<file path="config.mk">
export PLATFORM = sky130hd
export DESIGN_NAME = ddr_rd_dma_flat
export DESIGN_NICKNAME = d
export VERILOG_FILES = /design/src/rtl/dma_pkg.sv /design/src/rtl/axi4_if.sv /design/src/rtl/dma_burst_calc.sv /design/src/rtl/ddr_rd_dma.sv /design/src/flat_wrapper.sv
export SDC_FILE = /design/constraint.sdc
export NUM_CORES = 1
export LEC_CHECK = 0
export CORE_AREA = 2 2 404 406
export DETAILED_ROUTE_END_ITERATION = 8
export DIE_AREA = 0 0 406 408
export PLACE_DENSITY_LB_ADDON = 0.15
export SYNTH_ARGS = -nofsm -noshare
export SYNTH_HDL_FRONTEND = slang
export SYNTH_HIERARCHICAL = 1
export SYNTH_SLANG_ARGS = --single-unit
</file>
<file path="constraint.sdc">
create_clock -name ps_clk -period 5.4 [get_ports ps_clk]
set_clock_uncertainty 0.15 [all_clocks]
set_input_delay 0.54 -clock ps_clk [delete_from_list [all_inputs] [get_ports ps_clk]]
set_output_delay 0.54 -clock ps_clk [all_outputs]
set_load 0.03 [all_outputs]
</file>
<file path="src/rtl/dma_pkg.sv">
`default_nettype none
// ============================================================================
// Module   : dma_pkg
// Brief    : Shared states and AXI constants for the DDR read DMA.
// Revision : 1.0
// ============================================================================
package dma_pkg;

    typedef enum logic [2:0] {
        IDLE     = 3'd0,
        WAIT_CAL = 3'd1,
        ADDR     = 3'd2,
        DATA     = 3'd3,
        FIN      = 3'd4
    } dma_state_t;

    localparam int         BYTES_PER_BEAT   = 32;
    localparam int         c_BOUNDARY_4K    = 4096;
    localparam logic [2:0] c_AXI_SIZE_32B   = 3'd5;
    localparam logic [1:0] c_AXI_BURST_INCR = 2'b01;
    localparam logic [3:0] c_AXI_CACHE_RD   = 4'b0011;

endpackage
`default_nettype wire

</file>
<file path="src/rtl/axi4_if.sv">
`default_nettype none
// ============================================================================
// Module   : axi4_if
// Brief    : AXI4 full interface bundle with master and slave views.
// Revision : 1.0
// ============================================================================
interface axi4_if #(
    parameter int ID_W   = 4,
    parameter int ADDR_W = 40,
    parameter int DATA_W = 256
);
    logic [ID_W-1:0]     awid;
    logic [ADDR_W-1:0]   awaddr;
    logic [7:0]          awlen;
    logic [2:0]          awsize;
    logic [1:0]          awburst;
    logic                awlock;
    logic [3:0]          awcache;
    logic [2:0]          awprot;
    logic [3:0]          awqos;
    logic                awvalid;
    logic                awready;
    logic [DATA_W-1:0]   wdata;
    logic [DATA_W/8-1:0] wstrb;
    logic                wlast;
    logic                wvalid;
    logic                wready;
    logic [ID_W-1:0]     bid;
    logic [1:0]          bresp;
    logic                bvalid;
    logic                bready;
    logic [ID_W-1:0]     arid;
    logic [ADDR_W-1:0]   araddr;
    logic [7:0]          arlen;
    logic [2:0]          arsize;
    logic [1:0]          arburst;
    logic                arlock;
    logic [3:0]          arcache;
    logic [2:0]          arprot;
    logic [3:0]          arqos;
    logic                arvalid;
    logic                arready;
    logic [ID_W-1:0]     rid;
    logic [DATA_W-1:0]   rdata;
    logic [1:0]          rresp;
    logic                rlast;
    logic                rvalid;
    logic                rready;

    modport master (
        output awid, awaddr, awlen, awsize, awburst, awlock, awcache, awprot, awqos, awvalid,
        output wdata, wstrb, wlast, wvalid, bready,
        output arid, araddr, arlen, arsize, arburst, arlock, arcache, arprot, arqos, arvalid,
        output rready,
        input  awready, wready, bid, bresp, bvalid, arready, rid, rdata, rresp, rlast, rvalid
    );

    modport slave (
        input  awid, awaddr, awlen, awsize, awburst, awlock, awcache, awprot, awqos, awvalid,
        input  wdata, wstrb, wlast, wvalid, bready,
        input  arid, araddr, arlen, arsize, arburst, arlock, arcache, arprot, arqos, arvalid,
        input  rready,
        output awready, wready, bid, bresp, bvalid, arready, rid, rdata, rresp, rlast, rvalid
    );
endinterface
`default_nettype wire

</file>
<file path="src/rtl/dma_burst_calc.sv">
`default_nettype none
// ============================================================================
// Module   : dma_burst_calc
// Brief    : Beats for the next AR: min(remaining, MAX_BURST, beats to 4 KB page end).
// Revision : 1.0
// ============================================================================
module dma_burst_calc
    import dma_pkg::*;
#(
    parameter int MAX_BURST = 16
) (
    input  logic [6:0]  i_beat_in_page,
    input  logic [23:0] i_remain,
    output logic [8:0]  o_burst
);

    logic [8:0] w_to_bound;
    logic [8:0] w_cap;
    logic [8:0] w_lim;

    // Addresses are beat aligned, so the page offset in beats is addr[11:5].
    assign w_to_bound = 9'(c_BOUNDARY_4K / BYTES_PER_BEAT) - {2'b00, i_beat_in_page};
    assign w_cap      = 9'(MAX_BURST);
    assign w_lim      = (w_to_bound < w_cap) ? w_to_bound : w_cap;
    assign o_burst    = (i_remain < 24'(w_lim)) ? i_remain[8:0] : w_lim;

endmodule
`default_nettype wire

</file>
<file path="src/rtl/ddr_rd_dma.sv">
`default_nettype none
// ============================================================================
// Module   : ddr_rd_dma
// Brief    : Single-outstanding AXI4 burst reader from DDR4 into a stream port.
// Revision : 1.0
// ============================================================================
module ddr_rd_dma
    import dma_pkg::*;
#(
    parameter int ADDR_W    = 40,
    parameter int DATA_W    = 256,
    parameter int ID_W      = 4,
    parameter int MAX_BURST = 16
) (
    input  logic              ps_clk,
    input  logic              ps_rstb,
    axi4_if.master            pl_m_axi_rd,
    input  logic              calib_done,
    input  logic              start,
    input  logic [ADDR_W-1:0] base_addr,
    input  logic [23:0]       len_beats,
    input  logic              abort,
    output logic [DATA_W-1:0] m_axis_tdata,
    output logic              m_axis_tvalid,
    output logic              m_axis_tlast,
    input  logic              m_axis_tready,
    output logic              busy,
    output logic              done,
    output logic              rd_err,
    output logic              aborted
);

    dma_state_t        r_state;
    dma_state_t        w_state_nxt;
    logic [ADDR_W-1:0] r_addr;
    logic [23:0]       r_remain;
    logic              r_abort_pend;
    logic              r_rd_err;
    logic              r_aborted;

    logic [8:0]        w_burst;
    logic [ADDR_W-1:0] w_burst_bytes;
    logic              w_start;
    logic              w_ar_hs;
    logic              w_r_hs;
    logic              w_last_of_xfer;
    logic              w_abort_any;
    logic              w_abort_drain;
    logic              w_abort_done;
    logic              w_unused;

    dma_burst_calc #(
        .MAX_BURST (MAX_BURST)
    ) u_burst_calc (
        .i_beat_in_page (r_addr[11:5]),
        .i_remain       (r_remain),
        .o_burst        (w_burst)
    );

    assign w_burst_bytes  = ADDR_W'(w_burst) * ADDR_W'(BYTES_PER_BEAT);
    assign w_start        = (r_state == IDLE) && start;
    assign w_ar_hs        = (r_state == ADDR) && pl_m_axi_rd.arready;
    assign w_r_hs         = (r_state == DATA) && pl_m_axi_rd.rvalid && m_axis_tready;
    assign w_last_of_xfer = (r_remain == 24'd1);
    assign w_abort_any    = r_abort_pend || abort;

    // Abort after the AR is accepted must let the in-flight burst drain.
    assign w_abort_drain  = abort && (w_ar_hs || (r_state == DATA));
    assign w_abort_done   = (abort && (r_state == WAIT_CAL))
                         || (abort && (r_state == ADDR) && !pl_m_axi_rd.arready)
                         || (w_r_hs && pl_m_axi_rd.rlast && w_abort_any);

    always_ff @(posedge ps_clk or negedge ps_rstb) begin
        if (!ps_rstb) begin
            r_state <= IDLE;
        end else begin
            r_state <= w_state_nxt;
        end
    end

    always_comb begin
        w_state_nxt = r_state;
        case (r_state)
            IDLE: begin
                if (start) begin
                    if (len_beats == 24'd0) begin
                        w_state_nxt = FIN;
                    end else if (!calib_done) begin
                        w_state_nxt = WAIT_CAL;
                    end else begin
                        w_state_nxt = ADDR;
                    end
                end
            end
            WAIT_CAL: begin
                if (abort) begin
                    w_state_nxt = FIN;
                end else if (calib_done) begin
                    w_state_nxt = ADDR;
                end
            end
            ADDR: begin
                if (pl_m_axi_rd.arready) begin
                    w_state_nxt = DATA;
                end else if (abort) begin
                    w_state_nxt = FIN;
                end
            end
            DATA: begin
                if (w_r_hs && pl_m_axi_rd.rlast) begin
                    w_state_nxt = (w_last_of_xfer || w_abort_any) ? FIN : ADDR;
                end
            end
            FIN:     w_state_nxt = IDLE;
            default: w_state_nxt = IDLE;
        endcase
    end

    always_ff @(posedge ps_clk or negedge ps_rstb) begin
        if (!ps_rstb) begin
            r_addr       <= '0;
            r_remain     <= '0;
            r_abort_pend <= 1'b0;
            r_rd_err     <= 1'b0;
            r_aborted    <= 1'b0;
        end else if (w_start) begin
            r_addr       <= base_addr;
            r_remain     <= len_beats;
            r_abort_pend <= 1'b0;
            r_rd_err     <= 1'b0;
            r_aborted    <= 1'b0;
        end else begin
            if (w_ar_hs) begin
                r_addr <= r_addr + w_burst_bytes;
            end
            if (w_r_hs) begin
                r_remain <= r_remain - 24'd1;
                if (pl_m_axi_rd.rresp != 2'b00) begin
                    r_rd_err <= 1'b1;
                end
            end
            if (w_abort_drain) begin
                r_abort_pend <= 1'b1;
            end
            if (w_abort_done) begin
                r_aborted <= 1'b1;
            end
        end
    end

    assign pl_m_axi_rd.arid    = {ID_W{1'b0}};
    assign pl_m_axi_rd.araddr  = r_addr;
    assign pl_m_axi_rd.arlen   = 8'(w_burst - 9'd1);
    assign pl_m_axi_rd.arsize  = c_AXI_SIZE_32B;
    assign pl_m_axi_rd.arburst = c_AXI_BURST_INCR;
    assign pl_m_axi_rd.arlock  = 1'b0;
    assign pl_m_axi_rd.arcache = c_AXI_CACHE_RD;
    assign pl_m_axi_rd.arprot  = 3'd0;
    assign pl_m_axi_rd.arqos   = 4'd0;
    assign pl_m_axi_rd.arvalid = (r_state == ADDR);
    assign pl_m_axi_rd.rready  = (r_state == DATA) && m_axis_tready;

    assign pl_m_axi_rd.awid    = {ID_W{1'b0}};
    assign pl_m_axi_rd.awaddr  = '0;
    assign pl_m_axi_rd.awlen   = 8'd0;
    assign pl_m_axi_rd.awsize  = 3'd0;
    assign pl_m_axi_rd.awburst = 2'd0;
    assign pl_m_axi_rd.awlock  = 1'b0;
    assign pl_m_axi_rd.awcache = 4'd0;
    assign pl_m_axi_rd.awprot  = 3'd0;
    assign pl_m_axi_rd.awqos   = 4'd0;
    assign pl_m_axi_rd.awvalid = 1'b0;
    assign pl_m_axi_rd.wdata   = '0;
    assign pl_m_axi_rd.wstrb   = '0;
    assign pl_m_axi_rd.wlast   = 1'b0;
    assign pl_m_axi_rd.wvalid  = 1'b0;
    assign pl_m_axi_rd.bready  = 1'b1;

    // Zero-latency pass-through; tlast also closes a burst drained after abort.
    assign m_axis_tdata  = pl_m_axi_rd.rdata;
    assign m_axis_tvalid = (r_state == DATA) && pl_m_axi_rd.rvalid;
    assign m_axis_tlast  = m_axis_tvalid && (w_last_of_xfer || (pl_m_axi_rd.rlast && w_abort_any));

    assign busy    = (r_state != IDLE);
    assign done    = (r_state == FIN);
    assign rd_err  = r_rd_err;
    assign aborted = r_aborted;

    assign w_unused = ^{pl_m_axi_rd.awready, pl_m_axi_rd.wready, pl_m_axi_rd.bid,
                        pl_m_axi_rd.bresp, pl_m_axi_rd.bvalid, pl_m_axi_rd.rid};

endmodule
`default_nettype wire

</file>
<file path="src/flat_wrapper.sv">
// flat-port wrapper written by rule: the top's interface ports become plain ports
module ddr_rd_dma_flat import dma_pkg::*;
#(
    parameter int ADDR_W    = 40,
    parameter int DATA_W    = 256,
    parameter int ID_W      = 4,
    parameter int MAX_BURST = 16
)
  (ps_clk, ps_rstb, calib_done, start, base_addr, len_beats, abort, m_axis_tdata, m_axis_tvalid, m_axis_tlast, m_axis_tready, busy, done, rd_err, aborted, pl_m_axi_rd_awid, pl_m_axi_rd_awaddr, pl_m_axi_rd_awlen, pl_m_axi_rd_awsize, pl_m_axi_rd_awburst, pl_m_axi_rd_awlock, pl_m_axi_rd_awcache, pl_m_axi_rd_awprot, pl_m_axi_rd_awqos, pl_m_axi_rd_awvalid, pl_m_axi_rd_wdata, pl_m_axi_rd_wstrb, pl_m_axi_rd_wlast, pl_m_axi_rd_wvalid, pl_m_axi_rd_bready, pl_m_axi_rd_arid, pl_m_axi_rd_araddr, pl_m_axi_rd_arlen, pl_m_axi_rd_arsize, pl_m_axi_rd_arburst, pl_m_axi_rd_arlock, pl_m_axi_rd_arcache, pl_m_axi_rd_arprot, pl_m_axi_rd_arqos, pl_m_axi_rd_arvalid, pl_m_axi_rd_rready, pl_m_axi_rd_awready, pl_m_axi_rd_wready, pl_m_axi_rd_bid, pl_m_axi_rd_bresp, pl_m_axi_rd_bvalid, pl_m_axi_rd_arready, pl_m_axi_rd_rid, pl_m_axi_rd_rdata, pl_m_axi_rd_rresp, pl_m_axi_rd_rlast, pl_m_axi_rd_rvalid);
  axi4_if #(.ID_W(ID_W), .ADDR_W(ADDR_W), .DATA_W(DATA_W)) pl_m_axi_rd_i ();
  input  logic ps_clk;
  input  logic ps_rstb;
  input  logic calib_done;
  input  logic start;
  input  logic [ADDR_W-1:0] base_addr;
  input  logic [23:0] len_beats;
  input  logic abort;
  output logic [DATA_W-1:0] m_axis_tdata;
  output logic m_axis_tvalid;
  output logic m_axis_tlast;
  input  logic m_axis_tready;
  output logic busy;
  output logic done;
  output logic rd_err;
  output logic aborted;
  output wire logic [$bits(pl_m_axi_rd_i.awid)-1:0] pl_m_axi_rd_awid;
  output wire logic [$bits(pl_m_axi_rd_i.awaddr)-1:0] pl_m_axi_rd_awaddr;
  output wire logic [$bits(pl_m_axi_rd_i.awlen)-1:0] pl_m_axi_rd_awlen;
  output wire logic [$bits(pl_m_axi_rd_i.awsize)-1:0] pl_m_axi_rd_awsize;
  output wire logic [$bits(pl_m_axi_rd_i.awburst)-1:0] pl_m_axi_rd_awburst;
  output wire logic [$bits(pl_m_axi_rd_i.awlock)-1:0] pl_m_axi_rd_awlock;
  output wire logic [$bits(pl_m_axi_rd_i.awcache)-1:0] pl_m_axi_rd_awcache;
  output wire logic [$bits(pl_m_axi_rd_i.awprot)-1:0] pl_m_axi_rd_awprot;
  output wire logic [$bits(pl_m_axi_rd_i.awqos)-1:0] pl_m_axi_rd_awqos;
  output wire logic [$bits(pl_m_axi_rd_i.awvalid)-1:0] pl_m_axi_rd_awvalid;
  output wire logic [$bits(pl_m_axi_rd_i.wdata)-1:0] pl_m_axi_rd_wdata;
  output wire logic [$bits(pl_m_axi_rd_i.wstrb)-1:0] pl_m_axi_rd_wstrb;
  output wire logic [$bits(pl_m_axi_rd_i.wlast)-1:0] pl_m_axi_rd_wlast;
  output wire logic [$bits(pl_m_axi_rd_i.wvalid)-1:0] pl_m_axi_rd_wvalid;
  output wire logic [$bits(pl_m_axi_rd_i.bready)-1:0] pl_m_axi_rd_bready;
  output wire logic [$bits(pl_m_axi_rd_i.arid)-1:0] pl_m_axi_rd_arid;
  output wire logic [$bits(pl_m_axi_rd_i.araddr)-1:0] pl_m_axi_rd_araddr;
  output wire logic [$bits(pl_m_axi_rd_i.arlen)-1:0] pl_m_axi_rd_arlen;
  output wire logic [$bits(pl_m_axi_rd_i.arsize)-1:0] pl_m_axi_rd_arsize;
  output wire logic [$bits(pl_m_axi_rd_i.arburst)-1:0] pl_m_axi_rd_arburst;
  output wire logic [$bits(pl_m_axi_rd_i.arlock)-1:0] pl_m_axi_rd_arlock;
  output wire logic [$bits(pl_m_axi_rd_i.arcache)-1:0] pl_m_axi_rd_arcache;
  output wire logic [$bits(pl_m_axi_rd_i.arprot)-1:0] pl_m_axi_rd_arprot;
  output wire logic [$bits(pl_m_axi_rd_i.arqos)-1:0] pl_m_axi_rd_arqos;
  output wire logic [$bits(pl_m_axi_rd_i.arvalid)-1:0] pl_m_axi_rd_arvalid;
  output wire logic [$bits(pl_m_axi_rd_i.rready)-1:0] pl_m_axi_rd_rready;
  input wire logic [$bits(pl_m_axi_rd_i.awready)-1:0] pl_m_axi_rd_awready;
  input wire logic [$bits(pl_m_axi_rd_i.wready)-1:0] pl_m_axi_rd_wready;
  input wire logic [$bits(pl_m_axi_rd_i.bid)-1:0] pl_m_axi_rd_bid;
  input wire logic [$bits(pl_m_axi_rd_i.bresp)-1:0] pl_m_axi_rd_bresp;
  input wire logic [$bits(pl_m_axi_rd_i.bvalid)-1:0] pl_m_axi_rd_bvalid;
  input wire logic [$bits(pl_m_axi_rd_i.arready)-1:0] pl_m_axi_rd_arready;
  input wire logic [$bits(pl_m_axi_rd_i.rid)-1:0] pl_m_axi_rd_rid;
  input wire logic [$bits(pl_m_axi_rd_i.rdata)-1:0] pl_m_axi_rd_rdata;
  input wire logic [$bits(pl_m_axi_rd_i.rresp)-1:0] pl_m_axi_rd_rresp;
  input wire logic [$bits(pl_m_axi_rd_i.rlast)-1:0] pl_m_axi_rd_rlast;
  input wire logic [$bits(pl_m_axi_rd_i.rvalid)-1:0] pl_m_axi_rd_rvalid;
  assign pl_m_axi_rd_awid = pl_m_axi_rd_i.awid;
  assign pl_m_axi_rd_awaddr = pl_m_axi_rd_i.awaddr;
  assign pl_m_axi_rd_awlen = pl_m_axi_rd_i.awlen;
  assign pl_m_axi_rd_awsize = pl_m_axi_rd_i.awsize;
  assign pl_m_axi_rd_awburst = pl_m_axi_rd_i.awburst;
  assign pl_m_axi_rd_awlock = pl_m_axi_rd_i.awlock;
  assign pl_m_axi_rd_awcache = pl_m_axi_rd_i.awcache;
  assign pl_m_axi_rd_awprot = pl_m_axi_rd_i.awprot;
  assign pl_m_axi_rd_awqos = pl_m_axi_rd_i.awqos;
  assign pl_m_axi_rd_awvalid = pl_m_axi_rd_i.awvalid;
  assign pl_m_axi_rd_wdata = pl_m_axi_rd_i.wdata;
  assign pl_m_axi_rd_wstrb = pl_m_axi_rd_i.wstrb;
  assign pl_m_axi_rd_wlast = pl_m_axi_rd_i.wlast;
  assign pl_m_axi_rd_wvalid = pl_m_axi_rd_i.wvalid;
  assign pl_m_axi_rd_bready = pl_m_axi_rd_i.bready;
  assign pl_m_axi_rd_arid = pl_m_axi_rd_i.arid;
  assign pl_m_axi_rd_araddr = pl_m_axi_rd_i.araddr;
  assign pl_m_axi_rd_arlen = pl_m_axi_rd_i.arlen;
  assign pl_m_axi_rd_arsize = pl_m_axi_rd_i.arsize;
  assign pl_m_axi_rd_arburst = pl_m_axi_rd_i.arburst;
  assign pl_m_axi_rd_arlock = pl_m_axi_rd_i.arlock;
  assign pl_m_axi_rd_arcache = pl_m_axi_rd_i.arcache;
  assign pl_m_axi_rd_arprot = pl_m_axi_rd_i.arprot;
  assign pl_m_axi_rd_arqos = pl_m_axi_rd_i.arqos;
  assign pl_m_axi_rd_arvalid = pl_m_axi_rd_i.arvalid;
  assign pl_m_axi_rd_rready = pl_m_axi_rd_i.rready;
  assign pl_m_axi_rd_i.awready = pl_m_axi_rd_awready;
  assign pl_m_axi_rd_i.wready = pl_m_axi_rd_wready;
  assign pl_m_axi_rd_i.bid = pl_m_axi_rd_bid;
  assign pl_m_axi_rd_i.bresp = pl_m_axi_rd_bresp;
  assign pl_m_axi_rd_i.bvalid = pl_m_axi_rd_bvalid;
  assign pl_m_axi_rd_i.arready = pl_m_axi_rd_arready;
  assign pl_m_axi_rd_i.rid = pl_m_axi_rd_rid;
  assign pl_m_axi_rd_i.rdata = pl_m_axi_rd_rdata;
  assign pl_m_axi_rd_i.rresp = pl_m_axi_rd_rresp;
  assign pl_m_axi_rd_i.rlast = pl_m_axi_rd_rlast;
  assign pl_m_axi_rd_i.rvalid = pl_m_axi_rd_rvalid;
  ddr_rd_dma #(.ADDR_W(ADDR_W), .DATA_W(DATA_W), .ID_W(ID_W), .MAX_BURST(MAX_BURST)) u_core (.ps_clk(ps_clk), .ps_rstb(ps_rstb), .pl_m_axi_rd(pl_m_axi_rd_i), .calib_done(calib_done), .start(start), .base_addr(base_addr), .len_beats(len_beats), .abort(abort), .m_axis_tdata(m_axis_tdata), .m_axis_tvalid(m_axis_tvalid), .m_axis_tlast(m_axis_tlast), .m_axis_tready(m_axis_tready), .busy(busy), .done(done), .rd_err(rd_err), .aborted(aborted));
endmodule
</file>
* Word-level counts from Yosys, hierarchy flattened
Index checks and enable logic that the tools add are counted.
** Storage, ports and cells
- Register bits after elaboration :: 70
- Bits of input ports :: 344
- Output and inout bits :: 694
- Logic and storage cells :: 75
** Cells by class
- Add/sub/neg operators :: 4
- $lt $le $gt $ge :: 2
- Equal/unequal tests :: 9
- Mux-type cells :: 23
- Reductions and logical operators :: 31
** Operator list (count)
- $mux 40 :: 2
- $mux 24 :: 2
- $add 40x14->40 :: 1
- $eq 24x1->1 const B :: 1
- $logic_not 24->1 :: 1
- $lt 24x9->1 :: 1
- $mux 3 :: 8
- $sub 24x1->24 const B :: 1
- $mux 9 :: 2
- $logic_and 1x1->1 :: 13
- $pmux 3 s4 :: 1
- $reduce_bool 2->1 :: 6
- $lt 9x5->1 const B :: 1
- $sub 8x7->9 const A :: 1
- $sub 8x1->8 const B :: 1
- $mux 1 :: 7
- $eq 3x2->1 const B :: 2
- $logic_or 1x1->1 :: 6
- $ne 2x2->1 const B :: 2
- $reduce_and 4->1 :: 1
- $eq 3x1->1 const B :: 1
- $eq 3x3->1 const B :: 1
- $logic_not 3->1 :: 1
- $ne 3x2->1 const B :: 1
- other kinds (5) :: 5

* Depth between registers and ports, before layout
- Depth after elaboration :: 8
- Gate-level depth with buffers :: 21
- Gate-level depth less buffers :: 19

* Cells and area by module
Netlist, hierarchy kept.
** By module, submodules not included
- ddr_rd_dma :: times used 1, cells an instance 1180, area an instance 9467.8 um^2, seq. area each 1751.7 um^2
- dma_burst_calc :: times used 1, cells an instance 59, area an instance 405.4 um^2, seq. area each 0.0 um^2

* Least setup slack after synthesis
Ideal clock, no wire load.
- Kind :: reg2reg
- Start point :: register u_core.r_addr[5] (netlist: u_core/pl_m_axi_rd.araddr[5])
- End point :: register u_core.r_addr[21] (netlist: u_core/pl_m_axi_rd.araddr[21])
- Setup time :: 146 ps
- Arrival time :: 5051 ps
- Required time :: 5104 ps
- Setup slack :: 53 ps
- Stages on the path, launching flop included :: 22
- Path buffers :: 2
- Clock period less this slack :: 5347 ps
- Cell sequence :: dfrtp_1 inv_1 ha_1 or3b_4 a211o_1 a21oi_2 nand2_1 ha_1 a21oi_1 nand4_1 a211o_1 buf_6 mux2i_1 ha_1 inv_1 fa_1 nand2b_1 a2111oi_2 nor3_1 clkbuf_1 o311ai_0 o311ai_1
** Between the ends
- Word-level cells in the longest chain between the ends :: 8
** Ends and longest elaborated chain
- start, declared :: RTL line ddr_rd_dma.sv:35 : logic [ADDR_W-1:0] r_addr;
- start signal, assigned :: RTL line ddr_rd_dma.sv:127 : r_addr <= base_addr;
- start signal, assigned :: RTL line ddr_rd_dma.sv:134 : r_addr <= r_addr + w_burst_bytes;
- $sub 8x7->9 * :: RTL line dma_burst_calc.sv:22 : assign w_to_bound = 9'(c_BOUNDARY_4K / BYTES_PER_BEAT) - {2'b00, i_beat_in_page};
- $lt 9x5->1 :: RTL line dma_burst_calc.sv:24 : assign w_lim = (w_to_bound < w_cap) ? w_to_bound : w_cap;
- $mux 9 * :: RTL line dma_burst_calc.sv:24
- $lt 24x9->1 :: RTL line dma_burst_calc.sv:25 : assign o_burst = (i_remain < 24'(w_lim)) ? i_remain[8:0] : w_lim;
- $mux 9 * :: RTL line dma_burst_calc.sv:25
- named net u_core.w_burst[0] :: RTL line ddr_rd_dma.sv:41 : logic [8:0] w_burst;
- $add 40x14->40 * :: RTL line ddr_rd_dma.sv:134
- $mux 40 * :: RTL line ddr_rd_dma.sv:133 : if (w_ar_hs) begin
- $mux 40 * :: RTL line ddr_rd_dma.sv:126 : end else if (w_start) begin
The timed path passes the listed nets; every way through them passes the cells marked *. The select of a mux whose other input is x is not followed.
A chain may end at the register's enable or synchronous reset.

* Final worst setup path
- Start point :: register u_core.r_addr[5] (netlist: u_core/pl_m_axi_rd.araddr[5])
- End point :: output pl_m_axi_rd_arlen[7]
** Between the ends
- Word-level cells in the longest chain between the ends :: 6
** Ends and longest elaborated chain
- $sub 8x7->9 * :: RTL line dma_burst_calc.sv:22
- $lt 9x5->1 :: RTL line dma_burst_calc.sv:24
- $mux 9 * :: RTL line dma_burst_calc.sv:24
- $lt 24x9->1 :: RTL line dma_burst_calc.sv:25
- $mux 9 * :: RTL line dma_burst_calc.sv:25
- named net u_core.w_burst[2] :: RTL line ddr_rd_dma.sv:41
- $sub 8x1->8 * :: RTL line ddr_rd_dma.sv:153 : assign pl_m_axi_rd.arlen = 8'(w_burst - 9'd1);
- end, declared :: RTL line flat_wrapper.sv:43 : output wire logic [$bits(pl_m_axi_rd_i.arlen)-1:0] pl_m_axi_rd_arlen;
The timed path passes the listed nets; every way through them passes the cells marked *.

==> impl_metrics.csv <==
group,metric,value,unit
status,status,"completed",
setup_path,path_class,"flip-flop to output pin",
cts,clk_latency,0.43,ns
setup_path,critPathArrivalTime,4.45,ns
logic_synthesis,syn-cell-area,9870,sq um
logic_synthesis,syn_area_per_cell,7.97,sq um
cts,htreeDepth,3,
logic_synthesis,yosys_warnings,6,
layout,drive_above_1_share,0.0962,
power_and_ir_drop,power,4900,uW
power_and_ir_drop,ir_drop,182,uV
drt,ant_nets,0,
placed_design,port-buffer-count,130,
drt,routed_wl,49500,um
logic_synthesis,yosys.area.top_type_share,0.486,
logic_synthesis,ys_types,67,
sta,tightest_slew,0.912,ns
sta,hold-worst-slack,0.335,ns
layout,area_growth,14.5,%
sta,report.final.setup_viol,0,
drt,highest_layer,"met5",
worst_hold_path,hold_class,"flip-flop to flip-flop",
setup_path,crit_path_start_kind,"flip-flop",
placed_design,hpwl,41300,um
logic_synthesis,synth_flop_cell,"dfrtp_1",
logic_synthesis,yosysSeqAreaShare,0.177,
setup_path,reg2reg_from,"u_core/pl_m_axi_rd.araddr[5]",
drt,routedWlPerCell,14.9,um
setup_path,cp_max_fo,6,
cts,clk_pin_slew_worst_paths,0.09,ns
layout,post-route-util,0.0700,
cts,cts_tree,"built",
die,die_w,406,um
grt,grt_pass1_vias,6279,
setup_path,startpoint,"u_core/pl_m_axi_rd.araddr[5]",
worst_hold_path,hp-start,"u_core/pl_m_axi_rd.araddr[4]",
cts,cts_buffer_depth,2,
logic_synthesis,yosysTopAreaCell,"buf_4",
cts,cts_root_buf,"clkbuf_16",
layout,final_nets,1505,
sta,fmax,0.194,GHz
grt,grtUsageTotal,0.0584,
logic_synthesis,synth_seq_cells,70,
power_and_ir_drop,power.density,433,nW/um^2
grt,grt_pass1_wl,63300,um
layout,design_area,11300,sq um
drt,vias_per_cell,2.08,
die,ios,1038,
power_and_ir_drop,leakage,0.00424,uW
layout,seq_area,1750,sq um
logic_synthesis,synth_cells,1239,
sta,maxSlewHeadroom,0.392,
logic_synthesis,synth_area_leaders,"buf_4, dfrtp_1, nand2_1, ha_1, o211ai_1",
drt,met2_length,21600,um
sta,period_minus_slack,5.14,ns
drt,first_pass_iters,5,
sta,final_hold_viol_count,0,
die,initial_utilization,0.0611,
setup_path,worst_ep_required_time,4.71,ns
placed_design,post-place-ws,-0.0479,ns
sta,fin_ws,0.255,ns
die,chipHeight,408,um
die,die-area,166000,sq um
layout,multiInputGateArea,4680,sq um
grt,antenna_found_initial,14,
placed_design,gp_congestion,0.667,
flow_run,maxCapViolCount,0,
die,rows,148,
logic_synthesis,synthArstFlopShare,1.00,
grt,grt_max_degree,40,
drt,remaining_drc_errors,0,
placed_design,dpl_cell_area,10800,sq um
drt,drt-met1-wl,20000,um
cts,cts-buffers-inserted,9,
die,core,162000,sq um
drt,vias,6904,
grt,grt_remaining_overflow,0,
sta,fin_crit_sh,0.953,
setup_path,critPathCaptureType,"output pin",
drt,wl_met3,6040,um
sta,slew_violations,0,
logic_synthesis,synth_edf_count,0,
cts,cts_sinks,70,
layout,fillers,19040,
drt,drt_iter0_drc,277,
where the power goes:
part           internal, uW  switching (uW)  total [uW]  leakage [uW]
combinational          1040            2010        3040       0.00326
clock                   308             359         667      0.000121
sequential              773             413        1190      0.000867
synth_stat cells (3+ instances only):
cell type	instances
and3_1	9
buf_6	3
or4_1	17
and4_1	5
nand4_1	15
dfrtp_1	70
o211ai_1	26
o21bai_1	3
a22oi_1	7
o311ai_1	9
mux2i_1	14
buf_4	639
a31oi_1	3
a21oi_1	25
o311ai_0	14
or3_1	6
buf_2	10
nand2_1	89
nor2_1	31
o31ai_1	5
a32o_1	3
a21o_1	3
clkbuf_1	19
conb_1	4
inv_1	28
o21ai_0	18
nand3_1	36
and2_1	5
nand2b_1	4
xnor2_1	4
a211o_1	4
a211oi_1	4
ha_1	20
nor4_1	14
a221o_1	4
nor3_1	18
xor2_1	10
path summary, 6_finish.rpt:
path / endpoint / slack [ns] / depth (start not counted)
worst max-delay path: pl_m_axi_rd_arlen[7] / 0.26 / 19
worst max register to register: u_core/pl_m_axi_rd.araddr[17] / 0.28 / 21
min in group asynchronous: u_core/r_remain[0] / 0.50 / 2
worst min-delay path: u_core/pl_m_axi_rd.araddr[4] / 0.34 / 2
worst min register to register: u_core/pl_m_axi_rd.araddr[4] / 0.34 / 2
max in group asynchronous: u_core/pl_m_axi_rd.araddr[20] / 3.52 / 3
kinds of logic after synthesis:
group	count (synthesis)	synth area share
compound gates	148	0.109
xor+xnor	14	0.0124
fa+ha+maj	21	0.0274
buf+inv	701	0.513
flops	70	0.177
mux	14	0.0142
other cells	4	0.00152
simple gates	267	0.145
per-layer routing:
metal  vias up  GRT usage
li1       2983          -
met1      3247     0.0685
met2       534     0.0853
met3       126     0.0337
met4        14     0.0226
met5         -     0.0149
through the flow:
step | std cells | setup TNS, ns
final | 3324 | 0
after global routing | 3319 | -0.0860
after CTS | 3314 | 0
after detailed placement | 3298 | -0.157
after global placement | 3298 | -0.0667
after floorplan | 1621 | 0
worst max-delay path, stage by stage, from the launching register on:
cell and delay, ns:
dfrtp_1 0.38, inv_1 0.08, ha_2 0.18, or3b_4 0.38
a211o_1 0.28, a21oi_4 0.20, buf_6 0.13, nand2_2 0.07
ha_1 0.20, a21oi_2 0.13, nand4_1 0.10, a211o_1 0.39
buf_6 0.17, mux2i_4 0.20, buf_4 0.16, nor2_4 0.13
nand3_4 0.10, nor4_4 0.29, xor2_1 0.25, clkbuf_16 0.20
registers in the layout (all words and copies together) (netlist names):
signal and cells:
u_core/pl_m_axi_rd.araddr 40, u_core/r_remain 24, u_core/r_state 3, u_core/aborted 1, u_core/r_abort_pend 1, u_core/rd_err 1
layout by cell type (no fill, tap or decap), types with 9 or more instances in the layout:
cell type / instances
a21oi_1: 24
and3_1: 9
buf_4: 48
clkbuf_16: 10
clkdlybuf4s50_1: 121
conb_1: 386
dfrtp_1: 70
ha_1: 17
inv_1: 26
mux2i_1: 10
nand2_1: 86
nand3_1: 35
nand4_1: 15
nor2_1: 29
nor3_1: 16
nor4_1: 12
o211ai_1: 26
o21ai_0: 18
o311ai_0: 14
o311ai_1: 9
or4_1: 17
xor2_1: 10
final cells by class:
| type | count | share of cell area |
|---|---|---|
| flip-flops and latches | 70 | 0.155 |
| multi-input cells | 850 | 0.414 |
| diodes | 5 | 0.00111 |
| repair buffers | 181 | 0.157 |
| clock inverters | 4 | 0.00221 |
| inverters | 28 | 0.00929 |
| well taps | 2175 | 0.241 |
| clock buffers | 11 | 0.0206 |
what timing repair did:
action                                  in CTS  in global routing
hold buffers                                 1                  0
resized for setup                            2                 32
cloned                                       0                  0
endpoints found under the hold margin       38                  0
pin swaps                                    0                 10
buffers inserted                             0                  5
endpoints found under the setup margin       6                 25
Power figures use the tool's default switching activity.
